--- config.mk ---
export PLATFORM = sky130hd
export DESIGN_NAME = iter_divider
export DESIGN_NICKNAME = d
export VERILOG_FILES = /design/src/rtl/iter_divider.sv
export SDC_FILE = /design/constraint.sdc
export NUM_CORES = 1
export LEC_CHECK = 0
export ABC_AREA = 1
export BUFFER_PORTS_ARGS = -buffer_cell sky130_fd_sc_hd__buf_4
export CORE_AREA = 2 2 216 218
export CTS_CLUSTER_DIAMETER = 150
export DETAILED_ROUTE_END_ITERATION = 7
export DIE_AREA = 0 0 218 220
export SYNTH_ARGS = -nofsm -noshare
export SYNTH_HDL_FRONTEND = slang
export SYNTH_SLANG_ARGS = --single-unit
--- constraint.sdc ---
create_clock -name clk -period 14.2 [get_ports clk]
set_clock_uncertainty 0.2 [all_clocks]
set_input_delay 2.13 -clock clk [delete_from_list [all_inputs] [get_ports clk]]
set_output_delay 2.13 -clock clk [all_outputs]
set_load 0.02 [all_outputs]
--- src/rtl/iter_divider.sv ---
// Radix-2 non-restoring iterative divider for DIV/DIVU/REM/REMU.
// One quotient bit per cycle; divide-by-zero and signed overflow bypass the loop.
module iter_divider #(
    parameter int WIDTH = 32
) (
    input  logic             clk,
    input  logic             rst,
    input  logic             flush,
    input  logic             in_valid,
    output logic             in_ready,
    input  logic [WIDTH-1:0] dividend,
    input  logic [WIDTH-1:0] divisor,
    input  logic             is_signed,
    output logic             out_valid,
    input  logic             out_ready,
    output logic [WIDTH-1:0] quotient,
    output logic [WIDTH-1:0] remainder,
    output logic             div_by_zero
);

    localparam int CW = $clog2(WIDTH);

    typedef enum logic [1:0] {
        IDLE,
        BUSY,
        DONE
    } state_t;

    state_t state, state_nx;

    logic [CW-1:0]    cnt;
    logic [WIDTH:0]   prem;
    logic [WIDTH-1:0] qsh;
    logic [WIDTH-1:0] dvs;
    logic             neg_a;
    logic             neg_b;
    logic             sgn;

    logic             a_neg_in;
    logic             b_neg_in;
    logic [WIDTH-1:0] a_mag;
    logic [WIDTH-1:0] b_mag;
    logic             zero_in;
    logic             ovf_in;
    logic             accept;
    logic             last;
    logic [WIDTH:0]   rem_sh;
    logic [WIDTH:0]   rem_nx;
    logic [WIDTH-1:0] q_nx;
    logic [WIDTH-1:0] rem_fix;
    logic [WIDTH-1:0] q_out;
    logic [WIDTH-1:0] r_out;

    always_comb begin
        a_neg_in = is_signed & dividend[WIDTH-1];
        b_neg_in = is_signed & divisor[WIDTH-1];
        a_mag    = a_neg_in ? -dividend : dividend;
        b_mag    = b_neg_in ? -divisor : divisor;
        zero_in  = (divisor == '0);
        ovf_in   = is_signed
                 && (dividend == {1'b1, {(WIDTH-1){1'b0}}})
                 && (divisor == '1);
        accept   = (state == IDLE) && in_valid && !flush;
        last     = (cnt == CW'(WIDTH-1));
    end

    // Partial remainder is WIDTH+1 bits; wraparound of the shifted
    // intermediate is harmless because every step result lies in [-D, D).
    always_comb begin
        rem_sh  = {prem[WIDTH-1:0], qsh[WIDTH-1]};
        rem_nx  = prem[WIDTH] ? rem_sh + {1'b0, dvs}
                              : rem_sh - {1'b0, dvs};
        q_nx    = {qsh[WIDTH-2:0], ~rem_nx[WIDTH]};
        rem_fix = rem_nx[WIDTH-1:0] + (rem_nx[WIDTH] ? dvs : '0);
        q_out   = (sgn && (neg_a ^ neg_b)) ? -q_nx : q_nx;
        r_out   = (sgn && neg_a) ? -rem_fix : rem_fix;
    end

    always_comb begin
        state_nx = state;
        unique case (state)
            IDLE: begin
                if (accept)
                    state_nx = (zero_in || ovf_in) ? DONE : BUSY;
            end
            BUSY: begin
                if (flush)
                    state_nx = IDLE;
                else if (last)
                    state_nx = DONE;
            end
            DONE: begin
                if (flush || out_ready)
                    state_nx = IDLE;
            end
            default: state_nx = IDLE;
        endcase
    end

    assign in_ready  = (state == IDLE);
    assign out_valid = (state == DONE);

    always_ff @(posedge clk) begin
        if (rst) begin
            state       <= IDLE;
            cnt         <= '0;
            prem        <= '0;
            qsh         <= '0;
            dvs         <= '0;
            neg_a       <= 1'b0;
            neg_b       <= 1'b0;
            sgn         <= 1'b0;
            quotient    <= '0;
            remainder   <= '0;
            div_by_zero <= 1'b0;
        end else begin
            state <= state_nx;
            if (accept) begin
                neg_a <= a_neg_in;
                neg_b <= b_neg_in;
                sgn   <= is_signed;
                dvs   <= b_mag;
                qsh   <= a_mag;
                prem  <= '0;
                cnt   <= '0;
                if (zero_in) begin
                    quotient    <= '1;
                    remainder   <= dividend;
                    div_by_zero <= 1'b1;
                end else if (ovf_in) begin
                    quotient    <= dividend;
                    remainder   <= '0;
                    div_by_zero <= 1'b0;
                end
            end else if ((state == BUSY) && !flush) begin
                prem <= rem_nx;
                qsh  <= q_nx;
                cnt  <= cnt + CW'(1);
                if (last) begin
                    quotient    <= q_out;
                    remainder   <= r_out;
                    div_by_zero <= 1'b0;
                end
            end
        end
    end

endmodule
==> results_dict.tcl, run 1 <==
set metrics [dict create \
    finalPower_uw 2230 \
    fin_crit_sh 0.522 \
    detail_route.iter0.violations 1708 \
    rsz0062_at_grt "false" \
    r2r-start "dvs[0]" \
    ys_seq_elements 172 \
    maxSlewHeadroom 0.277 \
    worst-slew-pin-transition_ns 1.08 \
    peakVddDrop_mv 0.0977 \
    clkTransAtPathRegs_ns 0.07 \
    post-route-util 0.391 \
    num-fill-cells 5054 \
    via_per_inst 5.20 \
    worstPathRequired_ns 14.35 \
    antenna_found_initial 0 \
    tns_ns 0 \
    crit_slowest_cell "ha_1" \
    io_buffers 136 \
    drv_slew 0 \
    routabilityCongestion 0.995 \
    num_antenna_cells 0 \
    cp-start-kind "flop" \
    dp_hpwl_um 47600 \
    pin_count 137 \
    mappedNetlistArea_um2 15800 \
    dr.pass1.iters 6 \
    p_leak_uw 0.00916 \
    clk_latency_ns 0.46 \
    grt_pass1_wl_um 92800 \
    reg2reg_to "remainder[23]" \
    drc 0 \
    synthTopCellsByCount "nand2_1, inv_1, nor2_1" \
    post_cts_buffers 0 \
    async_reset_ff_frac 0 \
    ys_types 63 \
    synth.most_common_cell "nand2_1" \
    hold_viol 0 \
    max_clock_freq_ghz 0.135 \
    arrival_ns 7.56 \
    p_per_area_nw_per_um2 124 \
    crit_path_max_incr_delay_ns 0.49 \
    crit_fanout 33 \
    grt-ovfl-total 0 \
    cpLargestDelayFamily "simple AND/OR/NAND/NOR gates" \
    cts_max_level 4 \
    hold_buffers 0 \
    num_rows 79 \
    run_status "complete, no violations" \
    via_count 17904 \
    route.final.wire_length_um 60300 \
    reg2reg_setup_slack_ns 6.79 \
    clock-sinks 172 \
    dpl_cell_area_um2 17300 \
    syn-instance-count 2737 \
    die_area_um2 48000 \
    end_kind "flop" \
    hp-class "flop to flop" \
    hold_end "cnt[4]" \
    max_cap_viol_count 0 \
    avgSynthCellArea_um2 5.79 \
    final_area_um2 17900 \
    cts-resized-gates 0 \
    synth.largest_area_cell "dfxtp_1" \
    grt_max_degree 77 \
    area_growth_pct 13.3 \
    netlist.area_leader.share 0.217 \
    crit_type "flop to flop" \
    synth_ff_type "dfxtp_1" \
    grt_pass1_vias 16343 \
    hold-path-cell-count 2 \
    drive_gt1_frac 0.0854 \
    yosysSeqAreaShare 0.217 \
    crit_start "dvs[0]" \
    r2r_cells 38 \
    cp_common_cell "nand2_1" \
    gr-usage-all-layers 0.250 \
    synth_nets 2883 \
    synth-edff-count 0 \
    path_buf_inv 6 \
    die_w_um 218 \
    ant_nets 0 \
    cts_buffers 17 \
    finalSetupViolations 0 \
    num-nets-final 2967 \
    clockRootBuffer "clkbuf_16" \
    clockBufferDepth 2 \
    fin_crit_ns 7.41 \
    yosysWarnings 0 \
    hold_path_startpoint "cnt[4]" \
    coreArea_um2 45900 \
    synthTopCellsByArea "dfxtp_1, nand2_1, inv_1" \
    start_util 0.345 \
    die_h_um 220 \
    routedWlPerCell_um 17.5 \
    tritoncts "done" \
]
layer usage:
layer	vias to the layer above	routed length (µm)	GRT usage
li1	8939	-	-
met1	8147	27800	0.348
met4	0	2360	0.105
met2	700	25800	0.384
met5	-	0	0
met3	118	4350	0.0377
layout make-up:
| class | count | area (µm²) | share of cell area |
|---|---|---|---|
| multi-input cells | 2050 | 10400 | 0.580 |
| flip-flops and latches | 172 | 3440 | 0.192 |
| inverters | 432 | 1630 | 0.0906 |
| repair buffers | 148 | 1110 | 0.0620 |
| well taps | 607 | 759 | 0.0423 |
| clock buffers | 22 | 484 | 0.0270 |
| clock inverters | 9 | 111 | 0.00621 |
worst min-delay path, stage by stage (launching register included):
cell	delay, ns
dfxtp_1	0.32
nand2_1	0.06
a21oi_1	0.05
registers in the layout, summed over array words and instances (netlist names):
name and count:
prem 33, qsh 32, cnt 5, div_by_zero 1
quotient 32, neg_a 1, sgn 1, state 2
remainder 32, dvs 32, neg_b 1
cell usage in the layout (no fill, tap or decap), drive strengths merged, types with 12 or more instances in the layout:
master / synthesis / layout
nand2: 737 / 737
inv: 429 / 429
nor2: 392 / 392
o21ai: 208 / 208
a21oi: 173 / 173
dfxtp: 172 / 172
buf: 27 / 148
nand3: 148 / 148
ha: 74 / 74
xor2: 62 / 62
nand4: 45 / 45
nor3: 37 / 37
a31oi: 31 / 31
xnor2: 26 / 26
clkbuf: 56 / 22
o221ai: 19 / 19
o211ai: 12 / 12
logic make-up (layout without fill, tap and decap cells):
logic type                 Yosys count  after routing  synth area share
and+or+nand+nor                   1400           1400             0.375
xor gates and xnor gates            88             88            0.0487
DFF                                172            172             0.217
AOI/OAI and AO/OA                  486            486             0.172
buffers and inverters              515            611             0.126
adders and majority gates           76             76            0.0610
power by group:
part / internal [µW] / leakage [µW] / switching (µW)
clock: 277 / 0.000289 / 216
combinational: 353 / 0.00747 / 838
sequential: 512 / 0.00140 / 30.6
worst max-delay path by stage:
stage | end | slack (ns) | cells after the start
4_1_cts | remainder[24] | 6.89 | 43
3_3_place_gp | remainder[23] | 6.84 | 38
5_1_grt | remainder[31] | 6.11 | 43
6_report | remainder[23] | 6.79 | 38
3_5_place_dp | remainder[24] | 6.90 | 43
2_1_floorplan | remainder[23] | 8.23 | 46
metrics by stage:
step	cells	setup slack, ns	hold WS [ns]
global placement	3409	6.84	0.253
finish	3440	6.79	0.271
CTS	3440	6.89	0.270
detailed placement	3409	6.90	0.259
global route	3440	6.11	0.300
floorplan	2737	8.23	0.245
(Power assumes the default switching activity.)
==> run 2, diff against run 1 <==
==> constraint.sdc (replaced) <==
create_clock -name clk -period 6.2 [get_ports clk]
set_clock_uncertainty 0.2 [all_clocks]
set_input_delay 0.93 -clock clk [delete_from_list [all_inputs] [get_ports clk]]
set_output_delay 0.93 -clock clk [all_outputs]
set_load 0.02 [all_outputs]
==> run 2 against run 1 <==
Effect of this change: die area is the same; cell count grew 5.6%; global-route usage grew 1.2 points; largest power group unchanged; non-clock buffer count grew 189; register-to-register slack lost 6.7 ns; flip-flop and latch count is the same; first-iteration DRC count shrank 7.7%; hold slack gained 0.0033 ns; critical endpoint is now remainder[27]; sequential share of layout area shrank 1.9 points.
==> results_dict.tcl, run 2 (synthesis results as in run 1) <==
set metrics [dict create \
    run_status "complete, no violations" \
    routedWlPerCell_um 17.6 \
    gr-usage-all-layers 0.262 \
    largest_reg_flops 33 \
    drc 0 \
    route.final.wire_length_um 63800 \
    final_cell_mix "nand2_1, inv_1, nor2_1" \
    final_area_um2 19900 \
    layout_commonest_cell "nand2_1" \
    fin_crit_sh 0.993 \
    tritoncts "done" \
    detail_route.iter0.violations 1576 \
    cts_max_level 4 \
    via_per_inst 5.13 \
    dpl_cell_area_um2 18700 \
    crit_slowest_cell "fa_2" \
    area_growth_pct 25.9 \
    p_leak_uw 0.0101 \
    hold_viol 0 \
    via_count 18612 \
    p_per_area_nw_per_um2 300 \
    die_w_um 218 \
    cpLargestDelayFamily "simple AND/OR/NAND/NOR gates" \
    dp_hpwl_um 50700 \
    routabilityCongestion 0.964 \
    rsz0062_at_grt "true" \
    clockBufferDepth 2 \
    max_cap_viol_count 0 \
    hp-class "flop to flop" \
    dr.pass1.iters 6 \
    cts_buffers 17 \
    clockRootBuffer "clkbuf_16" \
    num_rows 79 \
    worst-slew-pin-transition_ns 0.917 \
    die_area_um2 48000 \
    grt-ovfl-total 0 \
    p_seq_frac 0.207 \
    num-nets-final 3156 \
    antenna_found_initial 0 \
    die_h_um 220 \
    grt_pass1_vias 16950 \
    layout.cells.non_filler 3631 \
    ant_nets 0 \
    coreArea_um2 45900 \
    p_int_uw 3160 \
    clkPwrFrac 0.176 \
    peakVddDrop_mv 0.213 \
    worstPathRequired_ns 6.39 \
    arrival_ns 6.35 \
    grt_pass1_wl_um 97100 \
    combPwrFrac 0.617 \
    path_buf_inv 7 \
    io_buffers 136 \
    hold-path-cell-count 2 \
    end_kind "flop" \
    crit_path_max_incr_delay_ns 0.59 \
    max_clock_freq_ghz 0.162 \
    finalSetupViolations 0 \
    cp.depth 42 \
    drive_gt1_frac 0.193 \
    cp_common_cell "nand2_2" \
    clk_latency_ns 0.47 \
    p_sw_uw 2820 \
    crit_type "flop to flop" \
    dpl.cell_count 3582 \
    start_util 0.345 \
    pin_count 137 \
    clock-sinks 172 \
    num-fill-cells 5042 \
    fin_crit_ns 6.16 \
    crit_fanout 5 \
    clkTransAtPathRegs_ns 0.07 \
    maxSlewHeadroom 0.385 \
    hold_buffers 0 \
    top_register "prem" \
    grt_max_degree 80 \
    drv_slew 0 \
    switching_share 0.472 \
    r2r_cells 42 \
    cp-start-kind "flop" \
]
-- run 2: worst min-delay path: stages, from the launching register on --
cell     delay, ns
dfxtp_1       0.32
nand2_1       0.06
a21oi_1       0.05
-- run 2: cell type report --
type	instances	area, µm²	area share
clock buffer	18	439	0.0220
timing repair buffer	337	2580	0.129
multi-input combinational	2050	11000	0.550
clock inverter	14	111	0.00559
inverter	432	1630	0.0817
sequential	172	3450	0.173
antenna	1	2.50	0.000126
tap	607	759	0.0381
-- run 2: power by group through the flow --
stage	clock network [µW]	logic (µW)	registers, µW
floorplan	0	1830	1260
global placement	0	3290	1260
detailed placement	0	3300	1260
CTS	1070	3370	1230
global route	1110	4040	1240
finish	1050	3690	1240
-- run 2: per-stage QoR --
stage / hold slack (ns) / utilization / power, µW / TNS [ns] / worst slack, ns
after floorplan: 0.245 / - / 3090 / 0 / 0.228
after global placement: 0.252 / 0.407 / 4550 / -0.720 / -0.108
after CTS: 0.273 / 0.421 / 5670 / 0 / 0.00651
after global routing: 0.291 / 0.435 / 6390 / -6.82 / -0.408
after detailed placement: 0.263 / 0.407 / 4560 / -2.46 / -0.225
final: 0.274 / 0.435 / 5980 / 0 / 0.0413
-- run 2: metal layers --
layer / global-route usage / routed length (µm) / up-vias / part of all wire
met2: 0.419 / 28600 / 638 / 0.45
met5: 0 / 0 / - / 0
met3: 0.0284 / 4200 / 73 / 0.066
met1: 0.368 / 29300 / 8576 / 0.46
li1: - / - / 9325 / -
met4: 0.0816 / 1660 / 0 / 0.026
-- run 2: worst paths after layout --
check,startpoint,endpoint,slack [ns]
worst max-delay path,dvs[1],remainder[27],0.04
worst min-delay path,cnt[4],cnt[4],0.27
worst min register to register,cnt[4],cnt[4],0.27
worst max register to register,dvs[1],remainder[27],0.04
-- run 2: timing repair --
item,in CTS,in global routing
buffers inserted,1,14
cloned,0,1
endpoints found under the setup margin,20,28
pin swaps,4,49
resized for setup,34,144
